$ cat config.mk
export PLATFORM = sky130hd
export DESIGN_NAME = boot_loader_ctrl
export DESIGN_NICKNAME = d
export VERILOG_FILES = /design/src/rtl/boot_loader_ctrl.sv
export SDC_FILE = /design/constraint.sdc
export NUM_CORES = 1
export LEC_CHECK = 0
export ABC_AREA = 0
export CORE_MARGIN = 2
export CORE_UTILIZATION = 58
export CTS_CLUSTER_DIAMETER = 80
export DETAILED_ROUTE_END_ITERATION = 12
export PLACE_DENSITY = 0.89
export SLEW_MARGIN = 20
export SYNTH_ARGS = -nofsm -noshare
export SYNTH_HDL_FRONTEND = slang
export SYNTH_SLANG_ARGS = --single-unit
$ cat constraint.sdc
create_clock -name clk -period 6.23 [get_ports clk]
set_clock_uncertainty 0.2 [all_clocks]
set_input_delay 1.246 -clock clk [delete_from_list [all_inputs] [get_ports clk]]
set_output_delay 1.246 -clock clk [all_outputs]
set_load 0.1 [all_outputs]
$ cat src/rtl/boot_loader_ctrl.sv
// boot_loader_ctrl: serial program loader and CPU reset sequencer.
// Holds the CPU in reset, receives a framed image
// (SYNC, ADDR_HI, ADDR_LO, LEN_HI, LEN_LO, data..., CHK) from a UART byte
// receiver, writes the data bytes to memory, checks the 8-bit modulo sum of
// the data bytes, replies ACK/NAK, and on ACK releases CPU reset after a hold.
//
// Ports:
//   clk, reset_n          clock, asynchronous active-low reset
//   rx_data, rx_valid     received byte and its single-cycle strobe
//   tx_data, tx_valid     reply byte, held until tx_ready
//   tx_ready              transmitter accepts when tx_valid & tx_ready
//   mem_addr, mem_wdata   memory write address / data
//   mem_we                one-cycle write strobe per data byte
//   cpu_reset             active-high CPU reset
//   boot_req              re-enter load mode from RUN
//   busy                  high in every state except RUN
//   error                 sticky NAK flag, cleared by the next SYNC byte
module boot_loader_ctrl #(
    parameter int unsigned ADDR_W     = 16,
    parameter logic [7:0]  SYNC_BYTE  = 8'hA5,
    parameter logic [7:0]  ACK_BYTE   = 8'h06,
    parameter logic [7:0]  NAK_BYTE   = 8'h15,
    parameter int unsigned RESET_HOLD = 4,
    parameter int unsigned TIMEOUT    = 50000
) (
    input  logic              clk,
    input  logic              reset_n,
    input  logic [7:0]        rx_data,
    input  logic              rx_valid,
    output logic [7:0]        tx_data,
    output logic              tx_valid,
    input  logic              tx_ready,
    output logic [ADDR_W-1:0] mem_addr,
    output logic [7:0]        mem_wdata,
    output logic              mem_we,
    output logic              cpu_reset,
    input  logic              boot_req,
    output logic              busy,
    output logic              error
);

    localparam int unsigned TO_W   = $clog2(TIMEOUT);
    localparam int unsigned HOLD_W = $clog2(RESET_HOLD + 1);
    localparam int unsigned LEN_W  = 16;

    typedef enum logic [3:0] {
        S_HOLD,
        S_ADDR_H,
        S_ADDR_L,
        S_LEN_H,
        S_LEN_L,
        S_DATA,
        S_CHK,
        S_RESP,
        S_RELEASE,
        S_RUN
    } state_t;

    state_t              state_q, state_d;
    logic [ADDR_W-1:0]   addr_q, addr_d;
    logic [LEN_W-1:0]    len_q, len_d;
    logic [7:0]          sum_q, sum_d;
    logic [TO_W-1:0]     idle_q, idle_d;
    logic [HOLD_W-1:0]   hold_q, hold_d;
    logic                ack_q, ack_d;
    logic [7:0]          tx_data_q, tx_data_d;
    logic                tx_valid_q, tx_valid_d;
    logic [ADDR_W-1:0]   mem_addr_q, mem_addr_d;
    logic [7:0]          mem_wdata_q, mem_wdata_d;
    logic                mem_we_q, mem_we_d;
    logic                cpu_reset_q, cpu_reset_d;
    logic                busy_q, busy_d;
    logic                error_q, error_d;

    // State and datapath registers
    always_ff @(posedge clk or negedge reset_n) begin
        if (!reset_n) begin
            state_q     <= S_HOLD;
            addr_q      <= '0;
            len_q       <= '0;
            sum_q       <= '0;
            idle_q      <= '0;
            hold_q      <= '0;
            ack_q       <= 1'b0;
            tx_data_q   <= '0;
            tx_valid_q  <= 1'b0;
            mem_addr_q  <= '0;
            mem_wdata_q <= '0;
            mem_we_q    <= 1'b0;
            cpu_reset_q <= 1'b1;
            busy_q      <= 1'b1;
            error_q     <= 1'b0;
        end else begin
            state_q     <= state_d;
            addr_q      <= addr_d;
            len_q       <= len_d;
            sum_q       <= sum_d;
            idle_q      <= idle_d;
            hold_q      <= hold_d;
            ack_q       <= ack_d;
            tx_data_q   <= tx_data_d;
            tx_valid_q  <= tx_valid_d;
            mem_addr_q  <= mem_addr_d;
            mem_wdata_q <= mem_wdata_d;
            mem_we_q    <= mem_we_d;
            cpu_reset_q <= cpu_reset_d;
            busy_q      <= busy_d;
            error_q     <= error_d;
        end
    end

    // Next-state and registered-output logic
    always_comb begin
        state_d     = state_q;
        addr_d      = addr_q;
        len_d       = len_q;
        sum_d       = sum_q;
        idle_d      = '0;
        hold_d      = '0;
        ack_d       = ack_q;
        tx_data_d   = tx_data_q;
        tx_valid_d  = tx_valid_q;
        mem_addr_d  = mem_addr_q;
        mem_wdata_d = mem_wdata_q;
        mem_we_d    = 1'b0;
        cpu_reset_d = cpu_reset_q;
        error_d     = error_q;

        unique case (state_q)
            S_HOLD: begin
                if (rx_valid && (rx_data == SYNC_BYTE)) begin
                    state_d = S_ADDR_H;
                    error_d = 1'b0;
                    sum_d   = '0;
                end
            end

            S_ADDR_H, S_ADDR_L, S_LEN_H, S_LEN_L, S_DATA, S_CHK: begin
                if (rx_valid) begin
                    case (state_q)
                        S_ADDR_H: begin
                            addr_d  = ADDR_W'({rx_data, 8'h00});
                            state_d = S_ADDR_L;
                        end
                        S_ADDR_L: begin
                            addr_d  = addr_q | ADDR_W'(rx_data);
                            state_d = S_LEN_H;
                        end
                        S_LEN_H: begin
                            len_d   = {rx_data, 8'h00};
                            state_d = S_LEN_L;
                        end
                        S_LEN_L: begin
                            len_d   = {len_q[15:8], rx_data};
                            state_d = ({len_q[15:8], rx_data} == 16'h0000) ? S_CHK : S_DATA;
                        end
                        S_DATA: begin
                            mem_we_d    = 1'b1;
                            mem_addr_d  = addr_q;
                            mem_wdata_d = rx_data;
                            addr_d      = addr_q + ADDR_W'(1);
                            sum_d       = sum_q + rx_data;
                            len_d       = len_q - 16'd1;
                            if (len_q == 16'd1) begin
                                state_d = S_CHK;
                            end
                        end
                        S_CHK: begin
                            ack_d      = (rx_data == sum_q);
                            tx_data_d  = (rx_data == sum_q) ? ACK_BYTE : NAK_BYTE;
                            tx_valid_d = 1'b1;
                            state_d    = S_RESP;
                        end
                        default: ;
                    endcase
                end else if (idle_q == TO_W'(TIMEOUT - 1)) begin
                    // Inter-byte gap too long: abort with NAK; written data stays.
                    ack_d      = 1'b0;
                    tx_data_d  = NAK_BYTE;
                    tx_valid_d = 1'b1;
                    state_d    = S_RESP;
                end else begin
                    idle_d = idle_q + TO_W'(1);
                end
            end

            S_RESP: begin
                if (tx_valid_q && tx_ready) begin
                    tx_valid_d = 1'b0;
                    if (ack_q) begin
                        state_d = S_RELEASE;
                    end else begin
                        state_d = S_HOLD;
                        error_d = 1'b1;
                    end
                end
            end

            // hold_q counts edges since the handshake; reset drops on the last.
            S_RELEASE: begin
                if (hold_q == HOLD_W'(RESET_HOLD - 1)) begin
                    cpu_reset_d = 1'b0;
                    state_d     = S_RUN;
                end else begin
                    hold_d = hold_q + HOLD_W'(1);
                end
            end

            S_RUN: begin
                if (boot_req) begin
                    cpu_reset_d = 1'b1;
                    state_d     = S_HOLD;
                end
            end

            default: begin
                state_d = S_HOLD;
            end
        endcase

        busy_d = (state_d != S_RUN);
    end

    assign tx_data   = tx_data_q;
    assign tx_valid  = tx_valid_q;
    assign mem_addr  = mem_addr_q;
    assign mem_wdata = mem_wdata_q;
    assign mem_we    = mem_we_q;
    assign cpu_reset = cpu_reset_q;
    assign busy      = busy_q;
    assign error     = error_q;

endmodule
* Yosys cells after proc, flatten, opt, wreduce, memory -nomap -nowiden
Index checks and enable logic that the tools add are counted.
** Storage, ports and cells
- Register bits after elaboration :: 101
- Input bits :: 13
- Output and inout port bits :: 37
- Word-level logic and storage cells :: 114
** Operators by class
- $add $sub $neg :: 5
- Eq/ne operators :: 25
- Mux-type cells :: 44
- Bitwise logic cells :: 2
- Reductions and logical operators :: 22
** Operators with widths (number)
- one-hot mux 16 bit (3 select lines) :: 2
- two-way mux 16 bit :: 3
- two-way mux 8 bit :: 6
- adder 16 x 1 -> 16 bit (second input constant) :: 2
- two-way mux 4 bit :: 8
- one-hot mux 4 bit (6 select lines) :: 1
- one-hot mux 4 bit (5 select lines) :: 1
- == test 16 x 1 -> 1 bit (second input constant) :: 1
- == test 16 bit (second input constant) :: 1
- == test 4 x 3 -> 1 bit (second input constant) :: 4
- zero test 16 bit :: 1
- bitwise OR 16 x 8 -> 16 bit :: 1
- one-hot mux 8 bit (2 select lines) :: 1
- AND reduction 4 bit :: 4
- subtractor 16 x 1 -> 16 bit (second input constant) :: 1
- two-way mux 1 bit :: 15
- AND reduction 3 bit :: 5
- inequality test 2 bit (second input constant) :: 7
- nonzero test 2 bit :: 6
- adder 8 bit :: 1
- == test 4 x 2 -> 1 bit (second input constant) :: 2
- == test 4 bit (second input constant) :: 2
- == test 8 bit :: 1
- == test 8 bit (second input constant) :: 1
- other kinds (15) :: 21

* Depth between registers and ports, before layout
- Depth in word-level cells :: 6
- Mapped depth :: 8
- Gate-level depth less buffers :: 7

* Worst setup path after synthesis
No wires, ideal clock.
- Kind :: in2reg
- Start :: input rx_data[1]
- End :: register sum_q[3]
- Setup time :: 0.104 ns
- Arrival time :: 2.821 ns
- Required time :: 5.926 ns
- Path slack :: 3.106 ns
- Stages on the path :: 5
- Path buffers :: 1
- Cells stage by stage :: or4_4 or4_4 o2bb2ai_2 buf_6 o41ai_2
** On the way
- Longest elaborated chain between the ends :: 4
- Elaborated cells between the ends (all ways) :: 8
- Classes of those cells :: add/sub: 1; eq/ne: 2; mux: 3; reduce/logical: 2
** RTL lines
- start: declaration :: line 28 : input logic [7:0] rx_data,
- adder 8 bit or == test 8 bit (tied branches) :: line 162, 131
- two-way mux 8 bit or logical AND 1 bit (tied branches) :: line 140, 131
- two-way mux 8 bit or inequality test 2 bit (tied branches)
- one-hot mux 8 bit (2 select lines) or AND reduction 4 bit (tied branches)
- end signal: assignment :: line 97 : sum_q <= sum_d;
- end: declaration :: line 62 : logic [7:0] sum_q, sum_d;
Parallel ways exist; a longest one is shown, timed or not. The select of a mux whose other input is x is not followed.
A chain may end at the register's enable or synchronous reset.

* Final worst setup path
- Start :: input rx_data[4]
- End :: register sum_q[4]
The elaborated chain is that of the path after synthesis.

==> results.json <==
{
  "diodes": 0,
  "maxCapViolations": 0,
  "boundaryPins": 50,
  "worst_slack_ps": 2563,
  "grt_usage": 0.2705,
  "drt_iter0_markers": 451,
  "ant_nets": 0,
  "die_h_um": 98.76,
  "totalWireLength_um": 12750,
  "powerDensity_nw_per_um2": 537.3,
  "setup_viol": 0,
  "area_growth_pct": 12.16,
  "post_cts_buffers": 0,
  "critPathRequiredTime_ps": 6280,
  "maxSlewViolCount": 0,
  "synth-seq-area-share": 0.4570,
  "register_area_sq_um": 2380,
  "hold_class": "reg2reg",
  "start_util": 0.5971,
  "netlist_area_sq_um": 5207,
  "cts_buffer_depth": 2,
  "final_hold_viol_count": 0,
  "synth_edf_count": 0,
  "post_drt_wl_per_cell_um": 18.80,
  "path_clk_slew_ps": 100,
  "die-area_sq_um": 9753,
  "ys.flop_type": "dfrtp_1",
  "insertion_delay_ps": 360,
  "cts-hold-fix-buffers": 0,
  "worst-setup-path-type": "in2reg",
  "ctsResizeCount": 0,
  "grt_overflow": 0,
  "multiInputGateArea_sq_um": 2584,
  "pre_cts_ws_ps": 2190,
  "start_kind": "input port",
  "fin_crit_ps": 3667,
  "die_x_um": 98.76,
  "holdWs_ps": 244.1,
  "grt_pass1_wl_um": 21450,
  "drtPass1Iterations": 5,
  "cellLeakagePower_nw": 2.451,
  "power_mw": 3.138,
  "yosys_warnings": 0,
  "cts_buffers": 9,
  "crit_fanout": 11,
  "antenna_found_initial": 0,
  "std_cell_rows": 34,
  "fill_cells": 625,
  "grt_max_degree": 55,
  "dr_total_vias": 4441,
  "drive_gt1_frac": 0.1018,
  "nets": 591,
  "fmax_mhz": 272.7,
  "cts-root-buf": "clkbuf_8",
  "outcome": "finished, final reports clean",
  "ir_drop_mv": 0.4468,
  "worst_pin_slew_ps": 981.4,
  "drc": 0,
  "post-dp-hpwl_um": 8614,
  "cts_sinks": 95,
  "design_area_sq_um": 5841,
  "synthCells": 538,
  "relSlewSlack": 0.3437,
  "fin_cells": 678,
  "fin_tns_setup_ps": 0,
  "place_area_sq_um": 5609,
  "rsz0062_at_grt": "false",
  "globalplace.congestion": 0.9123,
  "core-area_sq_um": 8721,
  "arrival_ps": 3720,
  "h-tree-depth": 3,
  "post-route-util": 0.6697,
  "place_inst": 662,
  "ys_ff_latch": 95,
  "via_per_inst": 6.550,
  "yosysUniqueCellTypes": 69,
  "ys_async_sr_fraction": 1.000,
  "numPortBuffers": 45,
  "avgSynthCellArea_sq_um": 9.679,
  "cts_tree": "built",
  "period_share": 0.5886,
  "grt_pass1_vias": 4528,
  "end_kind": "flop"
}
## worst max-delay path: stages
cell and delay (ps):
clkdlybuf4s50_1 680, or4_4 600, or4_4 560, o2bb2ai_2 240, o41ai_1 400
## Yosys cell counts (5+ instances only)
| cell type | instances | area, sq um |
|---|---|---|
| a31oi_1 | 5 | 31.28 |
| a22oi_1 | 7 | 52.55 |
| xnor2_1 | 11 | 96.34 |
| nor2_1 | 48 | 180.2 |
| clkbuf_1 | 21 | 78.83 |
| xor2_1 | 9 | 78.83 |
| nand2_1 | 49 | 183.9 |
| and3_1 | 11 | 68.82 |
| o211ai_1 | 5 | 37.54 |
| a21oi_1 | 30 | 150.1 |
| inv_1 | 14 | 52.55 |
| o22ai_1 | 6 | 37.54 |
| mux2_2 | 21 | 236.5 |
| dfrtp_1 | 93 | 2327 |
| nor4_1 | 9 | 56.30 |
| a211oi_1 | 7 | 52.55 |
| o21ai_0 | 38 | 190.2 |
| or3_1 | 6 | 37.54 |
| ha_1 | 12 | 150.1 |
| buf_4 | 6 | 45.04 |
| nor3_1 | 17 | 85.08 |
| nand3_1 | 19 | 95.09 |
| nand4_1 | 9 | 56.30 |
## placed cells by master, fill, tap and decap left out, types with 5 or more instances in the layout
cell type	n
xnor2_1	11
clkdlybuf4s50_1	44
nand2_1	48
and3_1	11
nor2_1	48
nor4_1	9
ha_1	12
o21ai_0	38
a22oi_1	7
xor2_1	9
o22ai_1	6
or3_1	6
a211oi_1	7
mux2_2	21
a21oi_1	30
clkbuf_8	9
inv_1	14
nand4_1	9
o211ai_1	5
nor3_1	15
a31oi_1	5
nand3_1	19
dfrtp_1	93
## sequential cells by signal, indices dropped and copies added (netlist names)
register	cells
busy	1
cpu_reset	1
mem_wdata	8
idle_q	16
addr_q	16
hold_q	3
error	1
mem_addr	16
tx_data	2
tx_valid	1
sum_q	8
mem_we	1
ack_q	1
len_q	16
state_q	4
## per-layer routing
metal,GRT usage,wire length [um],part of all wire,vias to the layer above
li1,-,-,-,2036
met1,0.3666,5317,0.42,2145
met2,0.4319,6152,0.48,220
met3,0.04113,868,0.068,40
met4,0.1254,407,0.032,0
met5,0,0,0,-
## path summary, 6_finish.rpt
check	from	endpoint	slack, ps	cells after the start
max reg2reg	state_q[2]	sum_q[4]	3470	4
min in group asynchronous	reset_n	len_q[2]	660	1
min reg2reg	hold_q[0]	hold_q[0]	240	1
max in group asynchronous	reset_n	sum_q[3]	4090	2
max	rx_data[4]	sum_q[4]	2560	5
min	hold_q[0]	hold_q[0]	240	1
## cells by family (layout without fill, tap and decap cells)
family	after synthesis	in the layout	share of synthesized area
AO/OA/AOI/OAI	137	137	0.1740
XOR/XNOR	20	20	0.03364
adder cells (fa/ha/maj)	13	13	0.03268
buffers and inverters	49	78	0.05430
flip-flops	95	95	0.4570
multiplexers	25	25	0.05310
other	1	4	0.0007201
AND/OR/NAND/NOR	198	198	0.1946
## where the power goes
part	total, mW	internal, mW	switching [mW]
logic	1.63	0.490	1.14
registers	1.05	0.822	0.232
clock network	0.453	0.229	0.223
## layout make-up
class | count | share of cell area
Multi-Input combinational cell | 397 | 0.4424
Sequential cell | 95 | 0.4075
Timing Repair Buffer | 48 | 0.08055
Tap cell | 108 | 0.02314
Clock buffer | 10 | 0.02185
Clock inverter | 6 | 0.01564
Inverter | 14 | 0.008997
No activity file was read; power rests on OpenSTA's default activity.
